### src/rtl/rx_data_sequencer.sv
`default_nettype none
// ============================================================================
// Module   : rx_data_sequencer
// Purpose  : 802.11a receive DATA-field sequencer. It recovers the
//            descrambler seed from SERVICE bits 0..6 and descrambles the rest
//            of SERVICE and the PSDU. Only PSDU bits are presented downstream.
//            It counts 8*LENGTH PSDU bits and 6 tail bits, then pulses Done.
// Options  : RX_TAIL_CHECK_EN - when defined, a raw tail bit of 1 sets Error.
// Revision : 1.0 - initial release
// ============================================================================
module rx_data_sequencer #(
  parameter int LENGTH_WIDTH = 12
) (
  input  logic                    Clock,
  input  logic                    Reset,
  input  logic                    Start,
  input  logic [LENGTH_WIDTH-1:0] Length,
  input  logic                    Input,
  input  logic                    InValid,
  output logic                    Output,
  output logic                    OutValid,
  output logic                    Busy,
  output logic                    Done,
  output logic                    Error
);

  localparam int c_CNT_W = 15;
  localparam int c_CMP_W = LENGTH_WIDTH + 3;

`ifdef RX_TAIL_CHECK_EN
  localparam bit c_TAIL_CHECK = 1'b1;
`else
  localparam bit c_TAIL_CHECK = 1'b0;
`endif

  typedef enum logic [2:0] {
    ST_IDLE    = 3'd0,
    ST_SEED    = 3'd1,
    ST_SERVICE = 3'd2,
    ST_PSDU    = 3'd3,
    ST_TAIL    = 3'd4
  } state_t;

  state_t                  r_state;
  state_t                  w_state_nxt;
  logic [c_CNT_W-1:0]      r_cnt;
  logic [c_CNT_W-1:0]      w_cnt_nxt;
  logic [7:1]              r_lfsr;
  logic [7:1]              w_lfsr_nxt;
  logic [LENGTH_WIDTH-1:0] r_len;
  logic [LENGTH_WIDTH-1:0] w_len_nxt;
  logic                    r_out;
  logic                    w_out_nxt;
  logic                    r_out_valid;
  logic                    w_out_valid_nxt;
  logic                    r_done;
  logic                    w_done_nxt;
  logic                    r_error;
  logic                    w_error_nxt;

  logic                    w_desc_bit;
  logic                    w_data_bit;
  logic [c_CMP_W-1:0]      w_psdu_last;
  logic [c_CMP_W-1:0]      w_cnt_cmp;

  // Descrambler keystream bit, the recovered data bit and the last PSDU index
  // (len is nonzero whenever PSDU is reached, so the subtraction never wraps).
  always_comb begin
    w_desc_bit  = r_lfsr[7] ^ r_lfsr[4];
    w_data_bit  = Input ^ w_desc_bit;
    w_psdu_last = {r_len, 3'b000} - c_CMP_W'(1);
    w_cnt_cmp   = c_CMP_W'(r_cnt);
  end

  // Next-state, counter, LFSR and output decode; Start overrides any input bit.
  always_comb begin
    w_state_nxt     = r_state;
    w_cnt_nxt       = r_cnt;
    w_lfsr_nxt      = r_lfsr;
    w_len_nxt       = r_len;
    w_out_nxt       = 1'b0;
    w_out_valid_nxt = 1'b0;
    w_done_nxt      = 1'b0;
    w_error_nxt     = r_error;

    if (Start) begin
      w_len_nxt = Length;
      w_cnt_nxt = '0;
      if (Length == '0) begin
        w_error_nxt = 1'b1;
        w_state_nxt = ST_IDLE;
      end else begin
        w_error_nxt = 1'b0;
        w_state_nxt = ST_SEED;
      end
    end else if (InValid) begin
      case (r_state)
        ST_SEED: begin
          // SERVICE bits 0..6 are zero, so received bits are the keystream.
          w_lfsr_nxt = {r_lfsr[6:1], Input};
          w_cnt_nxt  = r_cnt + 1'b1;
          if (r_cnt == c_CNT_W'(6)) begin
            w_state_nxt = ST_SERVICE;
            w_cnt_nxt   = '0;
          end
        end
        ST_SERVICE: begin
          w_lfsr_nxt = {r_lfsr[6:1], w_desc_bit};
          w_cnt_nxt  = r_cnt + 1'b1;
          if (r_cnt == c_CNT_W'(8)) begin
            w_state_nxt = ST_PSDU;
            w_cnt_nxt   = '0;
          end
        end
        ST_PSDU: begin
          w_lfsr_nxt      = {r_lfsr[6:1], w_desc_bit};
          w_out_nxt       = w_data_bit;
          w_out_valid_nxt = 1'b1;
          w_cnt_nxt       = r_cnt + 1'b1;
          if (w_cnt_cmp == w_psdu_last) begin
            w_state_nxt = ST_TAIL;
            w_cnt_nxt   = '0;
          end
        end
        ST_TAIL: begin
          // Tail bits are taken raw; the LFSR is left frozen.
          if (c_TAIL_CHECK && Input) begin
            w_error_nxt = 1'b1;
          end
          w_cnt_nxt = r_cnt + 1'b1;
          if (r_cnt == c_CNT_W'(5)) begin
            w_state_nxt = ST_IDLE;
            w_cnt_nxt   = '0;
            w_done_nxt  = 1'b1;
          end
        end
        default: begin
          // IDLE: pad bits and stray input are ignored.
          w_state_nxt = ST_IDLE;
        end
      endcase
    end
  end

  // State and datapath registers with asynchronous active-low reset.
  always_ff @(posedge Clock or negedge Reset) begin
    if (!Reset) begin
      r_state     <= ST_IDLE;
      r_cnt       <= '0;
      r_lfsr      <= 7'b0000000;
      r_len       <= '0;
      r_out       <= 1'b0;
      r_out_valid <= 1'b0;
      r_done      <= 1'b0;
      r_error     <= 1'b0;
    end else begin
      r_state     <= w_state_nxt;
      r_cnt       <= w_cnt_nxt;
      r_lfsr      <= w_lfsr_nxt;
      r_len       <= w_len_nxt;
      r_out       <= w_out_nxt;
      r_out_valid <= w_out_valid_nxt;
      r_done      <= w_done_nxt;
      r_error     <= w_error_nxt;
    end
  end

  assign Output   = r_out;
  assign OutValid = r_out_valid;
  assign Busy     = (r_state != ST_IDLE);
  assign Done     = r_done;
  assign Error    = r_error;

endmodule
`default_nettype wire

### config.mk
export PLATFORM = sky130hd
export DESIGN_NAME = rx_data_sequencer
export DESIGN_NICKNAME = d
export VERILOG_FILES = /design/src/rtl/rx_data_sequencer.sv
export SDC_FILE = /design/constraint.sdc
export NUM_CORES = 1
export LEC_CHECK = 0
export ABC_AREA = 0
export ABC_CLOCK_PERIOD_IN_PS = 6030
export BUFFER_PORTS_ARGS = -buffer_cell sky130_fd_sc_hd__buf_2
export CAP_MARGIN = 20
export CORE_AREA = 3 3 86 88
export CTS_CLUSTER_SIZE = 10
export DETAILED_ROUTE_END_ITERATION = 16
export DIE_AREA = 0 0 89 91
export SYNTH_ARGS = -nofsm -noshare
export SYNTH_HDL_FRONTEND = slang
export SYNTH_SLANG_ARGS = --single-unit
### constraint.sdc
create_clock -name Clock -period 6.03 [get_ports Clock]
set_clock_uncertainty 0.2 [all_clocks]
set_input_delay 1.206 -clock Clock [delete_from_list [all_inputs] [get_ports Clock]]
set_output_delay 1.206 -clock Clock [all_outputs]
set_load 0.01 [all_outputs]
==> impl_summary.log, run 1 <==
[metrics] fraction of power consumed by sequential logic: 52.3%
[metrics] detail-routed via count per cell: 5.95
[metrics] CTS tree: done
[metrics] Top FF cell, synth: dfrtp_1
[metrics] routed wire length per instance: 15.9 um
[metrics] average cell area after synthesis: 9.41 um^2
[metrics] Final Hold Slack: 297 ps
[metrics] area growth from synthesis to layout: 9.25%
[metrics] layout cell share with drive strength beyond 1: 20.0%
[metrics] adder-cell share of the synthesized area: 2.36%
[metrics] sequential element share of the synthesized area: 38.7%
[metrics] number of antenna violations at the first check in global routing: 0
[metrics] Internal Dissipation: 436 uW
[metrics] Clock transition at path regs: 90 ps
[metrics] buffers inserted during post-CTS setup optimization: 0
[metrics] slew at the pin closest to its max-slew limit: 951 ps
[metrics] number of library cell types mapped by synthesis: 55
[metrics] worst hold start: r_lfsr[1]
[metrics] Combinational Power Share: 17.0%
[metrics] CP max FO: 20
[metrics] count of buffers inserted at the top-level ports: 21
[metrics] flip-flop and latch count after synthesis: 41
[metrics] Period Utilization, post-route: 58.8%
[metrics] Inserted Clock Buffers: 5
[metrics] list of cells traversed by the critical path: inv_1 -> ha_1 -> or4_1 -> or4_4 -> a211oi_2 -> a311oi_2 -> nor4_4 -> buf_6 -> nor3_1 -> a211o_1
[metrics] combined buffer and inverter count along the critical path: 2
[metrics] CTS Hold Bufs: 0
[metrics] Power Dens Cells: 216 nW/um^2
[metrics] htree depth: 2
[metrics] worst slew margin relative to its limit: 36.6%
[metrics] Final #Nets: 316
[metrics] IR Drop Worst-Case VDD: 152 uV
[metrics] Sum Neg Setup Slack: 0 ps
[metrics] FP Rows: 30
[metrics] setup slack of the most critical reg-to-reg path: 2490 ps
[metrics] outcome: finished, final reports clean
[metrics] Switching Fraction: 30.3%
[metrics] final worst path period need: 3540 ps
[metrics] Max Root-Sink Buffers: 2
[metrics] startpoint of the worst-slack reg-to-reg timing path: r_len[0]
[metrics] fin cells: 375
[metrics] Slew Limit Fails: 0
[metrics] estimated wirelength of the detail-placed design: 4250 um
[metrics] simple-gate portion of the synthesized area: 25.4%
[metrics] leakage: 1.15 nW
[metrics] Initial DRT Pass Iterations: 4
[metrics] total wire length after detailed routing: 5970 um
[metrics] max-cap check violation count: 0
[metrics] initial core utilization: 39.5%
[metrics] residual antenna-violating net count after detailed routing: 0
[metrics] Hold Fails Final Rpt: 0
[metrics] family with the most delay on the worst path: simple AND/OR/NAND/NOR gates
[metrics] global-route wire length before repair: 10500 um
[metrics] final RePlAce weighted congestion: 0.795
[metrics] Die Footprint: 8100 um^2
[metrics] area after detailed placement: 2790 um^2
[metrics] relative contribution of the clock network to total power: 30.7%
[metrics] highest clock rate: 282 MHz
[metrics] number of synthesized flops with an enable pin: 0
[metrics] CTS Sinks: 41
[metrics] Slowest Stage Delay on Critical Path: 550 ps
[metrics] Critical-path top delay cell: or4_1
[metrics] chip width: 89 um
[metrics] worst hold path endpoint: r_lfsr[1]
[metrics] dominant combinational cell family by area after synthesis: simple AND/OR/NAND/NOR gates
[metrics] data arrival time of the critical path: 3530 ps
[metrics] endpoint of the most critical register-to-register path: r_cnt[14]
[metrics] setup repair after global routing missed its margin: false
[metrics] instance count of the mapped netlist: 282
[metrics] multiplexer area fraction after synthesis: 7.12%
[metrics] Post-Syn Nets: 304
[metrics] DP Cell Count: 366
[metrics] residual DRC count: 0
[metrics] final setup fails: 0
[metrics] total global routing overflow: 0
[metrics] core footprint: 6720 um^2
[metrics] pin count of the biggest net entering global routing: 42
[metrics] Boundary Pins: 22
[metrics] synthesized-area fraction occupied by ao, oa, aoi and oai cells: 17.6%
[metrics] Register-to-Register Path Depth: 10
[metrics] final instance area: 2900 um^2
[metrics] number of global-route vias before repair: 2209
[metrics] Skew-Pair Late Insertion Delay: 300 ps
[metrics] share of synthesized flip-flops with an asynchronous set or reset: 100%
[metrics] detailed router's first-iteration violation count: 155
[metrics] xor/xnor share of the synthesized area: 4.62%
[metrics] number of cells traversed by the worst hold path: 2
[metrics] ANT cells: 0
[metrics] kind of start point of the critical path: flip-flop
[metrics] number of warnings reported in the yosys synthesis log: 0
[metrics] startpoint-to-endpoint class of the critical path: reg -> reg
[metrics] Via Count: 2230
[metrics] cell area after technology mapping: 2650 um^2
[metrics] total of cells resized after clock tree synthesis: 0
[metrics] Worst Hold Class: reg -> reg
[metrics] Setup crit end kind: flip-flop
[metrics] total global-route track usage: 16.0%
[metrics] cell at the root of the clock tree: clkbuf_8
[metrics] Die Ht: 91 um
[metrics] Crit path required time: 6020 ps
[metrics] net switching power figure: 189 uW
synthesized netlist by cell type, types with 4 or more instances:
library cell  number  area [um^2]
a211oi_1           4         30.0
xnor2_1            8         70.1
mux2_2            15          169
nor4_1            12         75.1
nor3_1            10         50.1
buf_2              4         20.0
dfrtp_1           41         1030
ha_1               5         62.6
xor2_1             6         52.6
o21ai_0           14         70.1
clkbuf_1          14         52.6
nand4_1            6         37.5
nor2_1            19         71.3
inv_1             10         37.5
o311ai_0          11         96.3
nand2_1           17         63.8
nand3_1            8         40.0
nor3b_1            6         45.0
and3_1             6         37.5
o21a_1             9         67.6
power by group through the flow:
| stage | combinational [mW] | clock, mW | sequential (mW) |
|---|---|---|---|
| floorplan | 0.0840 | 0 | 0.322 |
| global placement | 0.105 | 0 | 0.332 |
| detailed placement | 0.107 | 0 | 0.332 |
| CTS | 0.107 | 0.203 | 0.327 |
| global route | 0.120 | 0.211 | 0.331 |
| finish | 0.106 | 0.192 | 0.327 |
area by class of cell:
class	instances	area [um^2]
Fill cell	679	3820
Sequential cell	41	1030
Inverter	10	37.5
Clock buffer	5	68.8
Clock inverter	3	25.0
Multi-Input combinational cell	213	1520
Timing Repair Buffer	23	124
Tap cell	80	100
metrics by stage:
stage | util [%] | setup slack (ps) | total power [mW]
after floorplan | - | 2760 | 0.406
after global placement | 41.6 | 2220 | 0.437
after detailed placement | 41.6 | 2120 | 0.440
after CTS | 43.0 | 2110 | 0.638
after global routing | 43.1 | 2270 | 0.663
final | 43.1 | 2490 | 0.625
tightest hold or removal path: stages, from the launching register on:
cell and delay [ps]:
dfrtp_1 360, nand2_1 50, o21ai_0 60
how the worst max path moves through the flow:
| stage | from | endpoint | cells after the start |
|---|---|---|---|
| 2_1_floorplan | r_len[0] | r_state[2] | 9 |
| 3_3_place_gp | r_len[0] | r_cnt[14] | 9 |
| 3_5_place_dp | r_len[0] | r_cnt[6] | 9 |
| 4_1_cts | r_len[0] | r_cnt[6] | 9 |
| 5_1_grt | r_len[0] | r_cnt[8] | 10 |
| 6_report | r_len[0] | r_cnt[14] | 10 |
layout by cell type (no fill, tap or decap), drive strengths merged, types with 2 or more instances in the layout:
| cell type | count |
|---|---|
| nor2b | 3 |
| mux2 | 15 |
| o41ai | 2 |
| a31o | 2 |
| dfrtp | 41 |
| a21oi | 3 |
| nor4b | 3 |
| nand4 | 6 |
| buf | 23 |
| nor2 | 19 |
| o21a | 9 |
| mux2i | 2 |
| inv | 12 |
| nand4b | 3 |
| xnor2 | 8 |
| nand3 | 8 |
| or3 | 4 |
| xor2 | 6 |
| or4 | 4 |
| and3 | 6 |
| nor3b | 6 |
| nor4 | 13 |
| or3b | 2 |
| nand3b | 3 |
| o31ai | 3 |
| ha | 5 |
| nor3 | 10 |
| o211ai | 2 |
| nand2 | 17 |
| or2 | 2 |
| clkbuf | 5 |
| a211oi | 5 |
| o21ai | 15 |
| o311ai | 11 |
sequential cells by signal, indices dropped and copies added (netlist names):
name / cells
r_cnt: 15
r_len: 12
r_lfsr: 7
r_state: 3
Done: 1
Error: 1
OutValid: 1
Output: 1
kinds of logic (layout without fill, tap and decap cells):
| kind of cell | after synthesis | count (layout) |
|---|---|---|
| and+or+nand+nor | 114 | 114 |
| DFF | 41 | 41 |
| adders and majority gates | 5 | 5 |
| AOI/OAI and AO/OA | 63 | 63 |
| muxes | 17 | 17 |
| buffers and inverters | 28 | 41 |
| xor gates and xnor gates | 14 | 14 |
per-layer routing:
layer / vias to the layer above / track usage (%) / share of wire, %
met4: 0 / 4.22 / 1.2
li1: 1093 / - / -
met3: 6 / 2.81 / 3.4
met5: - / 0 / 0
met2: 32 / 26.5 / 48
met1: 1099 / 21.4 / 47
No activity file was read; power rests on OpenSTA's default activity.
==> run 2, diff against run 1 <==
ABC_CLOCK_PERIOD_IN_PS = 3600   (was 6030)
clock period = 3.6 ns   (was 6.03 ns; I/O delays follow)
==> run 2 against run 1 <==
Compared with the run above:
- count of clock-buffer cells in the layout did not move
- largest cell class unchanged
- sequential cell count is the same
- critical path type unchanged
- final cell count up 0.80%
- cell area up 0.95%
- critical path depth fell by 1
- global-route usage grew 0.34 points
- first-iteration DRC count is 19% higher
- sequential power up 67%
- die area unchanged
- critical endpoint is now r_state[2]
- via count grew 2.7%
- combinational power grew 79%
==> impl_summary.log, run 2 (synthesis results as in run 1) <==
[metrics] Hold Fails Final Rpt: 0 (unchanged)
[metrics] total global-route track usage: 16.4% (+0.34 points)
[metrics] Final Hold Slack: 311 ps (+14.4 ps)
[metrics] Final #Nets: 319 (+0.95%)
[metrics] most prevalent standard cell on the critical path: or4_4
[metrics] area after detailed placement: 2820 um^2 (+1.1%)
[metrics] Crit path required time: 3630 ps (-2390 ps)
[metrics] global-route wire length before repair: 10700 um (+1.6%)
[metrics] total wire length after detailed routing: 6360 um (+6.5%)
[metrics] setup repair after global routing missed its margin: false
[metrics] list of cells traversed by the critical path: inv_1 -> ha_2 -> or4_1 -> or4_4 -> a211oi_2 -> a311oi_2 -> or4_4 -> or3_1 -> a21oi_1
[metrics] worst hold path endpoint: r_lfsr[4]
[metrics] Power Dens Cells: 363 nW/um^2 (+68%)
[metrics] Die Ht: 91 um (unchanged)
[metrics] final RePlAce weighted congestion: 0.898 (+13%)
[metrics] Worst Hold Class: reg -> reg
[metrics] Critical-path top delay cell: or4_4
[metrics] Register-to-Register Path Depth: 9 (-1)
[metrics] max-cap check violation count: 0 (unchanged)
[metrics] startpoint of the worst-slack reg-to-reg timing path: r_len[0]
[metrics] Clock transition at path regs: 90 ps (about the same)
[metrics] post-route setup slack: 171 ps (-2320 ps)
[metrics] Skew-Pair Late Insertion Delay: 300 ps (about the same)
[metrics] pin count of the biggest net entering global routing: 42 (unchanged)
[metrics] leading cell types in the layout, fill and taps excluded: 41 x dfrtp_1, 21 x buf_2, 19 x nor2_1
[metrics] ANT cells: 0 (unchanged)
[metrics] max reg flops: 15 (unchanged)
[metrics] residual antenna-violating net count after detailed routing: 0 (unchanged)
[metrics] leakage: 1.16 nW (+1.2%)
[metrics] routed wire length per instance: 16.8 um (+5.6%)
[metrics] endpoint of the most critical register-to-register path: r_state[2]
[metrics] FP Rows: 30 (unchanged)
[metrics] htree depth: 2 (unchanged)
[metrics] highest clock rate: 292 MHz (+3.3%)
[metrics] Initial DRT Pass Iterations: 4 (unchanged)
[metrics] largest registers in the final layout: r_cnt x15, r_len x12, r_lfsr x7
[metrics] number of cells traversed by the worst hold path: 1 (-1)
[metrics] combined buffer and inverter count along the critical path: 1 (-1)
[metrics] most common cell after layout, fill and taps aside: dfrtp_1
[metrics] Setup crit end kind: flip-flop
[metrics] chip width: 89 um (unchanged)
[metrics] number of global-route vias before repair: 2166 (-1.9%)
[metrics] worst slew margin relative to its limit: 36.6% (about the same)
[metrics] cell at the root of the clock tree: clkbuf_8
[metrics] Inserted Clock Buffers: 5 (unchanged)
[metrics] CTS Sinks: 41 (unchanged)
[metrics] Period Utilization, post-route: 95.3% (+37 points)
[metrics] data arrival time of the critical path: 3460 ps (-70 ps)
[metrics] pre-CTS setup slack: 133 ps (-1980 ps)
[metrics] initial core utilization: 39.5% (unchanged)
[metrics] Via Count: 2290 (+2.7%)
[metrics] residual DRC count: 0 (unchanged)
[metrics] final worst path period need: 3430 ps (-113 ps)
[metrics] slew at the pin closest to its max-slew limit: 951 ps (-0.0236 ps)
[metrics] Slowest Stage Delay on Critical Path: 590 ps (+40 ps)
[metrics] setup slack of the most critical reg-to-reg path: 170 ps (-2320 ps)
[metrics] Sum Neg Setup Slack: 0 ps (unchanged)
[metrics] buffers inserted during post-CTS setup optimization: 0 (unchanged)
[metrics] Die Footprint: 8100 um^2 (unchanged)
[metrics] Boundary Pins: 22 (unchanged)
[metrics] number of antenna violations at the first check in global routing: 0 (unchanged)
[metrics] final instance area: 2930 um^2 (+0.95%)
[metrics] total global routing overflow: 0 (unchanged)
[metrics] IR Drop Worst-Case VDD: 216 uV (+43%)
[metrics] startpoint-to-endpoint class of the critical path: reg -> reg
[metrics] detailed router's first-iteration violation count: 185 (+19%)
[metrics] final setup fails: 0 (unchanged)
[metrics] Max Root-Sink Buffers: 2 (unchanged)
[metrics] Layout fillers: 643 (-5.3%)
[metrics] kind of start point of the critical path: flip-flop
[metrics] layout cell share with drive strength beyond 1: 21.5% (+1.5 points)
[metrics] detail-routed via count per cell: 6.06 (+1.9%)
[metrics] largest register by flop count: r_cnt
[metrics] family with the most delay on the worst path: simple AND/OR/NAND/NOR gates
[metrics] estimated wirelength of the detail-placed design: 4490 um (+5.5%)
[metrics] core footprint: 6720 um^2 (unchanged)
[metrics] area growth from synthesis to layout: 10.3%
[metrics] worst hold start: r_lfsr[3]
[metrics] CP max FO: 8 (-60%)
[metrics] worst setup path startpoint: r_len[0]
[metrics] Slew Limit Fails: 0 (unchanged)
[metrics] count of buffers inserted at the top-level ports: 21 (unchanged)
[metrics] outcome: finished, final reports clean
[metrics] CTS tree: done
[run 2: layout make-up]
type / count / area [um^2] / share of cell area, %
Timing Repair Buffer: 26 / 143 / 4.88
Multi-Input combinational cell: 213 / 1530 / 52.1
Clock buffer: 5 / 68.8 / 2.35
Inverter: 10 / 37.5 / 1.28
Sequential cell: 41 / 1030 / 35.1
Tap cell: 80 / 100 / 3.42
Clock inverter: 3 / 25.0 / 0.855
[run 2: worst max path at each step]
stage | endpoint | slack, ps | depth (start not counted)
6_report | r_state[2] | 170 | 9
5_1_grt | r_cnt[3] | 60 | 10
4_1_cts | r_state[2] | 130 | 9
3_5_place_dp | r_state[2] | 130 | 9
3_3_place_gp | r_state[2] | 220 | 9
2_1_floorplan | r_state[2] | 330 | 9
[run 2: routing by layer]
| metal | GRT usage [%] | share of wire [%] | vias up |
|---|---|---|---|
| li1 | - | - | 1104 |
| met1 | 22.6 | 47 | 1120 |
| met2 | 26.3 | 48 | 59 |
| met3 | 3.27 | 4.2 | 7 |
| met4 | 3.72 | 0.93 | 0 |
| met5 | 0 | 0 | - |
[run 2: report_power, final]
part,internal [mW],total (mW),switching (mW)
Clock,0.140,0.325,0.185
Sequential,0.504,0.545,0.0415
Combinational,0.0887,0.190,0.101
Total,0.733,1.06,0.328
[run 2: timing repair]
item	in CTS	in global routing
hold buffers	0	0
hold endpoints to repair	0	0
gates resized for setup	0	3
setup endpoints to repair	0	12
[run 2: stage by stage]
step	total power [mW]	instances	util (%)
final	1.06	378	43.5
after global placement	0.737	370	42.0
after global routing	1.12	378	43.5
after floorplan	0.681	282	-
after detailed placement	0.742	370	42.0
after CTS	1.07	378	43.4
==> run 3, diff against run 2 <==
ABC_CLOCK_PERIOD_IN_PS = 4100   (was 3600)
clock period = 4.1 ns   (was 3.6 ns; I/O delays follow)
==> run 3 against run 2 <==
Compared with the run above:
- cell area decreased by 1.0%
- die area unchanged
- routed wire length fell by 5.2%
- critical path type unchanged
- critical endpoint is now r_cnt[8]
==> impl_summary.log, run 3 (synthesis results as in run 1) <==
[metrics] initial core utilization: 39.5% (unchanged)
[metrics] Die Ht: 91 um (unchanged)
[metrics] total global-route track usage: 16.1% (-0.23 points)
[metrics] Clock transition at path regs: 100 ps (about the same)
[metrics] Register-to-Register Path Depth: 10 (+1)
[metrics] Worst Hold Class: reg -> reg
[metrics] Power Dens Cells: 320 nW/um^2 (-12%)
[metrics] setup slack of the most critical reg-to-reg path: 530 ps (+360 ps)
[metrics] Inserted Clock Buffers: 5 (unchanged)
[metrics] detailed router's first-iteration violation count: 97 (-48%)
[metrics] pre-CTS setup slack: 600 ps (+467 ps)
[metrics] Crit path required time: 4130 ps (+500 ps)
[metrics] final setup fails: 0 (unchanged)
[metrics] final worst path period need: 3570 ps (+139 ps)
[metrics] slew at the pin closest to its max-slew limit: 953 ps (+2.05 ps)
[metrics] final instance area: 2900 um^2 (-1.0%)
[metrics] leading cell types in the layout, fill and taps excluded: 41 x dfrtp_1, 21 x buf_2, 19 x nor2_1
[metrics] max reg flops: 15 (unchanged)
[metrics] htree depth: 2 (unchanged)
[metrics] area growth from synthesis to layout: 9.15%
[metrics] Max Root-Sink Buffers: 2 (unchanged)
[metrics] startpoint of the worst-slack reg-to-reg timing path: r_len[0]
[metrics] count of buffers inserted at the top-level ports: 21 (unchanged)
[metrics] buffers inserted during post-CTS setup optimization: 0 (unchanged)
[metrics] largest register by flop count: r_cnt
[metrics] Via Count: 2234 (-2.4%)
[metrics] Hold Fails Final Rpt: 0 (unchanged)
[metrics] pin count of the biggest net entering global routing: 42 (unchanged)
[metrics] detail-routed via count per cell: 5.96 (-1.7%)
[metrics] total of cells resized after clock tree synthesis: 0 (unchanged)
[metrics] total global routing overflow: 0 (unchanged)
[metrics] number of antenna violations at the first check in global routing: 0 (unchanged)
[metrics] number of cells traversed by the worst hold path: 2 (+1)
[metrics] Sum Neg Setup Slack: 0 ps (unchanged)
[metrics] Slew Limit Fails: 0 (unchanged)
[metrics] most common cell after layout, fill and taps aside: dfrtp_1
[metrics] core footprint: 6720 um^2 (unchanged)
[metrics] Final Power: 928 uW (-13%)
[metrics] setup repair after global routing missed its margin: false
[metrics] Layout fillers: 652 (+1.4%)
[metrics] worst slew margin relative to its limit: 36.5% (-0.14 points)
[metrics] kind of start point of the critical path: flip-flop
[metrics] startpoint-to-endpoint class of the critical path: reg -> reg
[metrics] outcome: finished, final reports clean
[metrics] Setup crit end kind: flip-flop
[metrics] CP max FO: 27 (+19)
[metrics] chip width: 89 um (unchanged)
[metrics] Initial DRT Pass Iterations: 4 (unchanged)
[metrics] routed wire length per instance: 16.1 um (-4.4%)
[metrics] total wire length after detailed routing: 6030 um (-5.2%)
[metrics] number of global-route vias before repair: 2147 (-0.88%)
[metrics] Period Utilization, post-route: 87.0% (-8.2 points)
[metrics] estimated wirelength of the detail-placed design: 4230 um (-5.8%)
[metrics] IR Drop Worst-Case VDD: 229 uV (+6.1%)
[metrics] final RePlAce weighted congestion: 0.907 (+1.0%)
[metrics] residual antenna-violating net count after detailed routing: 0 (unchanged)
[metrics] FP Rows: 30 (unchanged)
[metrics] largest registers in the final layout: r_cnt x15, r_len x12, r_lfsr x7
[metrics] Final #Nets: 316 (-0.94%)
[metrics] DP Cell Count: 367 (-0.81%)
[metrics] max-cap check violation count: 0 (unchanged)
[metrics] ANT cells: 0 (unchanged)
[metrics] endpoint of the most critical register-to-register path: r_cnt[8]
[metrics] post-route setup slack: 532 ps (+361 ps)
[metrics] worst hold start: r_lfsr[1]
[metrics] leakage: 1.15 nW (-0.89%)
[metrics] Skew-Pair Late Insertion Delay: 310 ps (about the same)
[metrics] Boundary Pins: 22 (unchanged)
[metrics] CTS Hold Bufs: 0 (unchanged)
[metrics] worst hold path endpoint: r_lfsr[1]
[metrics] CTS Sinks: 41 (unchanged)
[metrics] cell at the root of the clock tree: clkbuf_8
[metrics] fin cells: 375 (-0.79%)
[metrics] highest clock rate: 280 MHz (-3.9%)
[metrics] CTS tree: done
[metrics] Die Footprint: 8100 um^2 (unchanged)
[metrics] layout cell share with drive strength beyond 1: 20.0% (-1.5 points)
[metrics] global-route wire length before repair: 10500 um (-2.0%)
[metrics] area after detailed placement: 2800 um^2 (-0.80%)
[metrics] residual DRC count: 0 (unchanged)
[metrics] data arrival time of the critical path: 3600 ps (+140 ps)
-- run 3: area by class of cell --
| type | instances | area (um^2) | area share, % |
|---|---|---|---|
| multi-input combinational | 213 | 1520 | 52.4 |
| inverter | 10 | 37.5 | 1.30 |
| timing repair buffer | 23 | 120 | 4.15 |
| tap | 80 | 100 | 3.46 |
| clock inverter | 3 | 26.3 | 0.908 |
| sequential | 41 | 1030 | 35.4 |
| clock buffer | 5 | 68.8 | 2.38 |
-- run 3: stage by stage --
stage	hold WS (ps)	utilization, %
after floorplan	246	-
after global placement	279	41.7
after detailed placement	277	41.7
after CTS	299	43.1
after global routing	332	43.1
final	295	43.1
-- run 3: power by group --
group | leakage (nW) | internal (mW) | total, mW | switching, mW
sequential | 0.530 | 0.442 | 0.482 | 0.0394
combinational | 0.573 | 0.0744 | 0.156 | 0.0816
clock | 0.0495 | 0.127 | 0.290 | 0.163
total | 1.15 | 0.643 | 0.928 | 0.285
-- run 3: worst max-delay path by stage --
stage	from	endpoint	slack, ps	cells after the start
4_1_cts	r_len[0]	r_cnt[8]	550	10
2_1_floorplan	r_len[0]	r_state[2]	830	9
5_1_grt	r_len[1]	r_cnt[8]	310	10
3_3_place_gp	r_len[0]	r_state[2]	700	9
6_report	r_len[0]	r_cnt[8]	530	10
3_5_place_dp	r_len[0]	r_cnt[8]	600	10
-- run 3: critical path: stages, from the launching register on --
cell and delay, ps:
dfrtp_1 440, inv_1 100, ha_1 330, nor4b_1 480
a211oi_1 80, or4_1 550, a311oi_2 370, nor4_4 90
buf_4 240, or3b_2 460, a21oi_1 140
-- run 3: per-layer routing --
metal / GRT usage [%] / wire length (um) / vias to the layer above
li1: - / - / 1094
met1: 22.5 / 2880 / 1074
met2: 24.9 / 2800 / 58
met3: 3.54 / 259 / 8
met4: 4.84 / 87 / 0
met5: 0 / 0 / -
